**src/rtl/daq_pkg.sv**
```systemverilog
// rtl/daq_pkg.sv - shared DAQ constants, header layout and serializer state type
package daq_pkg;

   localparam int DEF_N_CH      = 16;
   localparam int DEF_N_SAMPLES = 64;
   localparam int DEF_DATA_W    = 32;
   localparam int WORDS_PER_CH  = DEF_N_SAMPLES / DEF_DATA_W;

   localparam logic [7:0] HDR_MAGIC    = 8'hEA;
   localparam logic [7:0] HDR_MAGIC_TS = 8'hEB;

   // Header word layout: [31:24] magic, [23:16] channel count, [15:0] event id
   localparam int HDR_MAGIC_LSB = 24;
   localparam int HDR_NCH_LSB   = 16;
   localparam int HDR_ID_LSB    = 0;
   localparam int HDR_ID_W      = 16;

   typedef enum logic [1:0] {IDLE, HEADER, TSTAMP, PAYLOAD} ser_state_t;

   function automatic logic [31:0] make_header(input logic [7:0]  magic,
                                               input logic [7:0]  n_ch,
                                               input logic [15:0] id);
      logic [31:0] h;
      h = '0;
      h[HDR_MAGIC_LSB +: 8]      = magic;
      h[HDR_NCH_LSB +: 8]        = n_ch;
      h[HDR_ID_LSB +: HDR_ID_W]  = id;
      return h;
   endfunction

endpackage

```
**src/rtl/event_serializer.sv**
```systemverilog
// rtl/event_serializer.sv - captures an event snapshot and streams it as a framed word stream (option: EVENT_SERIALIZER_TIMESTAMP_EN)
module event_serializer
   import daq_pkg::*;
#(
   parameter int N_CH      = DEF_N_CH,
   parameter int N_SAMPLES = DEF_N_SAMPLES,
   parameter int DATA_W    = DEF_DATA_W
) (
   input  logic                              clk,
   input  logic                              aresetn,
   input  logic                              event_valid,
   input  logic [N_CH-1:0][N_SAMPLES-1:0]    event_data,
   output logic                              event_saved,
   output logic [DATA_W-1:0]                 m_tdata,
   output logic                              m_tvalid,
   input  logic                              m_tready,
   output logic                              m_tlast,
   output logic                              busy
);

   localparam int         N_WORDS  = N_CH * (N_SAMPLES / DATA_W);
   localparam int         SEL_W    = (N_WORDS > 1) ? $clog2(N_WORDS) : 1;
   localparam logic [5:0] LAST_IDX = 6'(N_WORDS - 1);
`ifdef EVENT_SERIALIZER_TIMESTAMP_EN
   localparam logic [7:0] MAGIC    = HDR_MAGIC_TS;
`else
   localparam logic [7:0] MAGIC    = HDR_MAGIC;
`endif

   ser_state_t state;
   logic       armed;
   logic [15:0] event_id;
   logic [5:0]  word_idx;

   // Viewing the snapshot as a flat word array puts ch0 low, ch0 high, ch1 low ...
   // at consecutive indices, which is exactly the payload order.
   logic [N_WORDS-1:0][DATA_W-1:0] shadow;

   logic               capture;
   logic               hs;
   logic [SEL_W-1:0]   word_sel;
   logic [DATA_W-1:0]  next_word;

   assign capture = (state == IDLE) && event_valid && armed;
   assign hs      = m_tvalid && m_tready;
   assign busy    = (state != IDLE);

   // Payload word mux: the word to present after the current handshake
   always_comb begin
      word_sel  = (state == PAYLOAD) ? SEL_W'(word_idx + 6'd1) : '0;
      next_word = shadow[word_sel];
   end

   // Shadow buffer load on the capture edge; contents need no reset
   always_ff @(posedge clk) begin
      if (capture) begin
         shadow <= event_data;
      end
   end

`ifdef EVENT_SERIALIZER_TIMESTAMP_EN
   logic [31:0] ts_cnt;
   logic [31:0] ts_lat;

   // Free-running cycle counter, sampled when a snapshot is captured
   always_ff @(posedge clk or negedge aresetn) begin
      if (!aresetn) begin
         ts_cnt <= '0;
         ts_lat <= '0;
      end else begin
         ts_cnt <= ts_cnt + 32'd1;
         if (capture) begin
            ts_lat <= ts_cnt;
         end
      end
   end
`endif

   // Frame sequencer with registered stream outputs and capture handshake
   always_ff @(posedge clk or negedge aresetn) begin
      if (!aresetn) begin
         state       <= IDLE;
         armed       <= 1'b1;
         event_id    <= '0;
         word_idx    <= '0;
         event_saved <= 1'b0;
         m_tvalid    <= 1'b0;
         m_tlast     <= 1'b0;
         m_tdata     <= '0;
      end else begin
         event_saved <= 1'b0;
         // Re-arm only once the sampler has released its request
         if (!event_valid) begin
            armed <= 1'b1;
         end
         case (state)
            IDLE: begin
               if (capture) begin
                  armed       <= 1'b0;
                  event_saved <= 1'b1;
                  m_tvalid    <= 1'b1;
                  m_tlast     <= 1'b0;
                  m_tdata     <= DATA_W'(make_header(MAGIC, 8'(N_CH), event_id));
                  state       <= HEADER;
               end
            end
            HEADER: begin
               if (hs) begin
`ifdef EVENT_SERIALIZER_TIMESTAMP_EN
                  m_tdata  <= DATA_W'(ts_lat);
                  state    <= TSTAMP;
`else
                  word_idx <= '0;
                  m_tdata  <= next_word;
                  m_tlast  <= (LAST_IDX == 6'd0);
                  state    <= PAYLOAD;
`endif
               end
            end
`ifdef EVENT_SERIALIZER_TIMESTAMP_EN
            TSTAMP: begin
               if (hs) begin
                  word_idx <= '0;
                  m_tdata  <= next_word;
                  m_tlast  <= (LAST_IDX == 6'd0);
                  state    <= PAYLOAD;
               end
            end
`endif
            PAYLOAD: begin
               if (hs) begin
                  if (word_idx == LAST_IDX) begin
                     event_id <= event_id + 16'd1;
                     m_tvalid <= 1'b0;
                     m_tlast  <= 1'b0;
                     m_tdata  <= '0;
                     state    <= IDLE;
                  end else begin
                     word_idx <= word_idx + 6'd1;
                     m_tdata  <= next_word;
                     m_tlast  <= ((word_idx + 6'd1) == LAST_IDX);
                  end
               end
            end
            default: begin
               m_tvalid <= 1'b0;
               m_tlast  <= 1'b0;
               state    <= IDLE;
            end
         endcase
      end
   end

endmodule

```
**config.mk**
```make
export PLATFORM = sky130hd
export DESIGN_NAME = event_serializer
export DESIGN_NICKNAME = d
export VERILOG_FILES = /design/src/rtl/daq_pkg.sv /design/src/rtl/event_serializer.sv
export SDC_FILE = /design/constraint.sdc
export NUM_CORES = 1
export LEC_CHECK = 0
export BUFFER_PORTS_ARGS = -buffer_cell sky130_fd_sc_hd__buf_2
export CAP_MARGIN = 20
export CORE_AREA = 8 8 402 404
export DETAILED_ROUTE_END_ITERATION = 10
export DIE_AREA = 0 0 410 412
export PLACE_DENSITY_LB_ADDON = 0.05
export SYNTH_ARGS = -nofsm -noshare
export SYNTH_HDL_FRONTEND = slang
export SYNTH_SLANG_ARGS = --single-unit
```
**constraint.sdc**
```tcl
create_clock -name clk -period 29.8 [get_ports clk]
set_clock_uncertainty 0.15 [all_clocks]
set_input_delay 2.98 -clock clk [delete_from_list [all_inputs] [get_ports clk]]
set_output_delay 2.98 -clock clk [all_outputs]
set_load 0.005 [all_outputs]
```
Yosys cells after proc, flatten, opt, wreduce, memory -nomap -nowiden
Index checks and enable logic that the tools add are counted.
{"block": "classes", "addsub": 2, "order_cmp": 1, "n_eq_ne": 9, "n_mux": 31, "bitwise": 1, "n_reduce_logical": 13}
{"operator": "$bmux W32 S5", "count": 1}
{"operator": "$mux W32", "count": 5}
{"operator": "$pmux W32 S3", "count": 1}
{"operator": "$mux W6", "count": 3}
{"operator": "$add A16 B1 Y16 const B", "count": 1}
{"operator": "$reduce_and A4 Y1", "count": 4}
{"operator": "$eq A6 B5 Y1 const B", "count": 2}
{"operator": "$mux W1", "count": 12}
{"operator": "$pmux W6 S2", "count": 1}
{"operator": "$mux W2", "count": 4}
{"operator": "$ne A2 B2 Y1 const B", "count": 4}
{"operator": "$add A6 B1 Y6 const B", "count": 1}
{"operator": "$lt A5 B6 Y1 const B", "count": 1}
{"operator": "$pmux W1 S3", "count": 2}
{"operator": "$pmux W2 S3", "count": 1}
{"operator": "$reduce_and A3 Y1", "count": 2}
{"operator": "$mux W5", "count": 1}
{"operator": "$reduce_bool A2 Y1", "count": 2}
{"operator": "$logic_and A1 B1 Y1", "count": 3}
{"operator": "$reduce_bool A3 Y1", "count": 1}
{"operator": "$eq A2 B1 Y1 const B", "count": 1}
{"operator": "$eq A2 B2 Y1 const B", "count": 1}
{"operator": "$logic_not A2 Y1", "count": 1}
{"operator": "$ne A2 B1 Y1 const B", "count": 1}
{"operator": "$not A1 Y1", "count": 1}
{"block": "totals", "register_bits": 1084, "in_bits": 1028, "output_inout_bits": 36, "wordCells": 97}

Depth between registers and ports, before layout
{"block": "logic_depth", "ltp_word": 7, "mapped_depth": 15, "depth_no_buf": 8}

Worst setup path before layout
No wires, ideal clock.
{"block": "synth_path", "path_type": "in2reg", "from": "in event_valid", "to": "reg m_tdata[20]", "setup_ns": 0.191, "arrival_time_ns": 33.671, "required_time_ns": 29.459, "path_slack_ns": -4.212, "path_stages": 5, "path_buffers": 1, "path_cell_list": "nand2_1 nor2_1 clkbuf_1 o21ai_0 o41ai_2"}
{"block": "synth_via", "elab_chain_len": 4}
{"element": "from (decl)", "line_no": "event_serializer.sv:11", "rtl": "input logic event_valid,"}
{"element": "$logic_and A1 B1 Y1 (2 in a row)", "line_no": "event_serializer.sv:44", "rtl": "assign capture = (state == IDLE) && event_valid && armed;"}
{"element": "via capture", "line_no": "event_serializer.sv:39", "rtl": "logic capture;"}
{"element": "$ne A2 B2 Y1 (no line)"}
{"element": "$reduce_and A4 Y1 (no line)"}
{"element": "to (signal assigned)", "line_no": "event_serializer.sv:103", "rtl": "m_tdata <= DATA_W'(make_header(MAGIC, 8'(N_CH), event_id));"}
{"element": "to (signal assigned)", "line_no": "event_serializer.sv:114", "rtl": "m_tdata <= next_word;"}
{"element": "to (signal assigned)", "line_no": "event_serializer.sv:140", "rtl": "m_tdata <= next_word;"}
{"element": "to (decl)", "line_no": "event_serializer.sv:14", "rtl": "output logic [DATA_W-1:0] m_tdata,"}
The timed path passes the listed nets, and every way through them passes these cells.
A chain may end at the register's enable or synchronous reset.

Worst setup path after layout
{"block": "layout_path", "from": "in event_valid", "to": "reg shadow[587] (netlist name), enable pin"}
{"block": "layout_via", "elab_chain_len": 2}
{"element": "$logic_and A1 B1 Y1 (2 in a row)", "line_no": "event_serializer.sv:44"}
{"element": "to (signal assigned)", "line_no": "event_serializer.sv:57", "rtl": "shadow <= event_data;"}
{"element": "to (decl)", "line_no": "event_serializer.sv:37", "rtl": "logic [N_WORDS-1:0][DATA_W-1:0] shadow;"}
Every way passes these cells.

==> qor.csv <==
stage,metric,value,unit
global_routing,largest net degree at the start of global routing,178,
sta,worst hold slack,0.3091,ns
global_routing,vias in the first global route,31410,
critical_path,reg2reg setup slack,24.31,ns
synthesis,ys async rst share,5.535,%
synthesis,cell area after synthesis,44410,sq um
floorplanning,FP Rows,145,
floorplanning,die span in x,410,um
critical_path,crit-path max FO,161,
placed_design,post-DP HPWL,141.7,mm
power,combinational power share,29.4,%
sta,setup TNS,0,ns
floorplanning,Top Ports,1064,
critical_path,Worst R2R Start,state[0],
cells_and_area,fillers,15260,
placed_design,Cells after DPL,5799,
global_routing,wire length of the first global-routing pass,260.4,mm
routing,Avg WL per Cell,31.72,um
placed_design,placer's final routability congestion estimate,0.7864,
routing,via/cell ratio,5.038,
synthesis,post-synthesis sequential area ratio,72.63,%
sta,Tcrit/Tclk final,23.12,%
synthesis,Post-Syn Instances,2851,
power,Internal Pwr Total,3.454,mW
power,Reg power frac,40.0,%
global_routing,antenna violations before repair,275,
global_routing,total global-route track usage,21.98,%
critical_path,reg2reg end,shadow[587],
placed_design,# port buffers,1063,
synthesis,YS warnings,0,
status,status,finished clean,
cells_and_area,net total in the final layout,4908,
placed_design,dpl ws,22.16,ns
min_path,worst hold path type,flip-flop to flip-flop,
sta,Slew HR,11.50,%
clock_network,CTS tree,yes,
sta,# setup viols final,0,
sta,maximum clock frequency,0.1451,GHz
clock_network,PostCTS Resize Cnt,0,
power,Lkg Pwr,19.97,nW
synthesis,syn_area_per_cell,15.58,sq um
cells_and_area,area grow syn2layout,26.34,%
critical_path,Setup CP Type,primary input to flip-flop,
routing,drt initial violations,2713,
cells_and_area,share of cells above drive strength 1,36.06,%
critical_path,CP endpoint,shadow[587],
routing,First-pass DRT Iterations,5,
power,sw frac,34.42,%
sta,RSZ-0062 raised after global routing,no,
clock_network,htree depth,4,
global_routing,GRT Residual Overflow,0,
power,Clk pwr share,30.6,%
clock_network,CTS Root Cell,clkbuf_16,
synthesis,ys flop type,edfxtp_1,
clock_network,# clock sinks,1084,
clock_network,cts hold-fix bufs,0,
sta,Final Max Slew Viols,0,
synthesis,Netlist cell types,64,
critical_path,Arrival @ worst endpoint,7.11,ns
clock_network,CTS Buf Count,134,
critical_path,CP startpoint,event_valid,
floorplanning,Initial Util,28.63,%
critical_path,Critical Path Source Type,primary input,
power,Switch Pwr,1.813,mW
sta,fin worst setup slack,22.91,ns
floorplanning,Core ar.,155100,sq um
critical_path,"Req. time, crit path",30.02,ns
clock_network,"Clk pin slew, worst setup/hold paths",0.05,ns
power,PD cells,93.89,nW/um^2
routing,via count,30920,
floorplanning,Die ar.,168900,sq um
routing,Routed Antenna Nets,0,
synthesis,Mapped Nets,3882,
routing,DRC Markers,0,
routing,final wirelength,194.7,mm
sta,final hold violation count,0,
synthesis,Yosys reg bits,1084,
sta,min cycle time layout,6.891,ns
cells_and_area,"non-filler cells, final",6138,
sta,worst slew pin tran,1.294,ns
critical_path,Register-to-Register Path Depth,7,
floorplanning,die height,412,um
synthesis,"EDFF count, synth",1024,
clock_network,Max clock buf depth,3,
critical_path,CP endpoint kind,flip-flop,
power,maximum vdd drop,76.87,uV
clock_network,setup bufs post-CTS,0,
job,number of max-cap violations,0,
clock_network,worst skew pair latency,0.75,ns
[stage by stage]
step	power [mW]	instance area [sq um]	utilization, %
finish	5.268	56100	36.17
global route	5.520	55950	36.07
detailed placement	3.723	51580	33.25
floorplan	3.332	44410	-
CTS	5.359	55860	36.01
global placement	3.723	51570	33.25
[worst max-delay path, stage by stage]
cell     delay, ns
buf_2         0.15
nand2_1       0.13
nor2_4        0.46
buf_4         0.84
buf_12        0.55
buf_4         0.75
buf_4         0.75
[cell usage after synthesis (6+ instances only)]
cell          n  share of area [%]
mux4_2       22                1.1
a221o_1      23               0.52
a211oi_1    123                2.1
or4_1        14               0.24
buf_6        30               0.76
nand3b_1     10               0.17
o221ai_1     23               0.45
o22ai_1     124                1.7
nand2_1      72               0.61
xor2_1        6               0.12
o21ai_1      14               0.16
buf_4        39               0.66
buf_2        64               0.72
nor3_1       96                1.1
o21ai_0     181                2.0
or3_1        44               0.62
nand4_1      14               0.20
dfrtp_1      59                3.3
a21oi_1      79               0.89
and2_1       23               0.32
a22oi_1       6               0.10
and3_1       25               0.35
nor2_1      157                1.3
a221oi_1     23               0.45
o21bai_1      8               0.14
a2111oi_0    25               0.49
a311oi_1     16               0.32
nand2b_1     15               0.21
o2bb2ai_1    95                1.9
mux2_2       83                2.1
nand3_1      10               0.11
clkbuf_1     92               0.78
edfxtp_1   1024                 69
xnor2_1      12               0.24
mux2i_1     132                3.0
a211o_1      16               0.32
[sequential cells by signal (all words and copies together), names as in the netlist]
signal       cells
m_tvalid         1
m_tlast          1
word_idx         6
m_tdata         32
state            2
shadow        1024
event_saved      1
event_id        16
armed            1
[cell usage in the layout, fill, tap and decap left out, types with 15 or more instances in the layout]
| cell | count |
|---|---|
| a211o_1 | 16 |
| edfxtp_1 | 1024 |
| buf_2 | 1063 |
| o22ai_1 | 124 |
| a21oi_1 | 79 |
| o21ai_0 | 181 |
| nor3_1 | 96 |
| o221ai_1 | 23 |
| mux2_2 | 83 |
| a2111oi_0 | 24 |
| a211oi_1 | 123 |
| nand2b_1 | 15 |
| nand2_1 | 70 |
| and3_1 | 25 |
| clkbuf_16 | 142 |
| or3_1 | 44 |
| diode_2 | 95 |
| a221o_1 | 23 |
| mux4_2 | 22 |
| a311oi_1 | 16 |
| and2_1 | 22 |
| clkinv_1 | 31 |
| mux2i_1 | 132 |
| nor2_1 | 153 |
| dfrtp_1 | 58 |
| o2bb2ai_1 | 95 |
| clkbuf_1 | 27 |
| a221oi_1 | 23 |
| clkinv_2 | 24 |
| buf_4 | 47 |
[layer usage]
| layer | GRT usage, % | part of all wire [%] | up-vias |
|---|---|---|---|
| li1 | - | - | 13700 |
| met4 | 6.089 | 2.8 | 96 |
| met2 | 37.15 | 49 | 1223 |
| met5 | 0 | 0.30 | - |
| met1 | 27.00 | 40 | 15370 |
| met3 | 7.112 | 7.6 | 534 |
[final cells by class]
| class | count | area (sq um) | area share [%] |
|---|---|---|---|
| Clock inverter | 75 | 629.4 | 1.122 |
| Timing Repair Buffer | 1118 | 5817 | 10.37 |
| Inverter | 5 | 26.28 | 0.04684 |
| Sequential cell | 1084 | 32260 | 57.50 |
| Tap cell | 2058 | 2575 | 4.590 |
| Antenna cell | 95 | 237.7 | 0.4237 |
| Clock buffer | 169 | 3655 | 6.515 |
| Multi-Input combinational cell | 1534 | 10910 | 19.44 |
[kinds of logic (layout without fill, tap and decap cells)]
kind of cell               count (synthesis)  in the layout  synth area share, %
xor gates and xnor gates                  18             18               0.3550
muxes                                    240            240                6.311
adders and majority gates                  3              3              0.08454
AOI/OAI and AO/OA                        783            783                12.19
and+or+nand+nor                          490            490                5.444
DFF                                     1084           1084                72.63
buffers and inverters                    233           1367                2.987
other                                      0             95                    0
[power by group through the flow]
stage / Combinational, mW / Sequential (mW) / Clock [mW]
finish: 1.55 / 2.11 / 1.61
global route: 1.68 / 2.13 / 1.71
CTS: 1.59 / 2.11 / 1.66
detailed placement: 1.59 / 2.14 / 0
global placement: 1.59 / 2.13 / 0
floorplan: 0.981 / 2.35 / 0
[how the worst min path moves through the flow]
| stage | cells after the start | end | startpoint | slack [ns] |
|---|---|---|---|---|
| 2_1_floorplan | 1 | event_id[15] | event_id[15] | 0.29 |
| 3_3_place_gp | 2 | m_tlast | m_tlast | 0.31 |
| 3_5_place_dp | 2 | armed | armed | 0.31 |
| 4_1_cts | 2 | armed | armed | 0.32 |
| 5_1_grt | 1 | event_id[15] | event_id[15] | 0.34 |
| 6_report | 2 | armed | armed | 0.31 |
No activity file was read; power rests on OpenSTA's default activity.
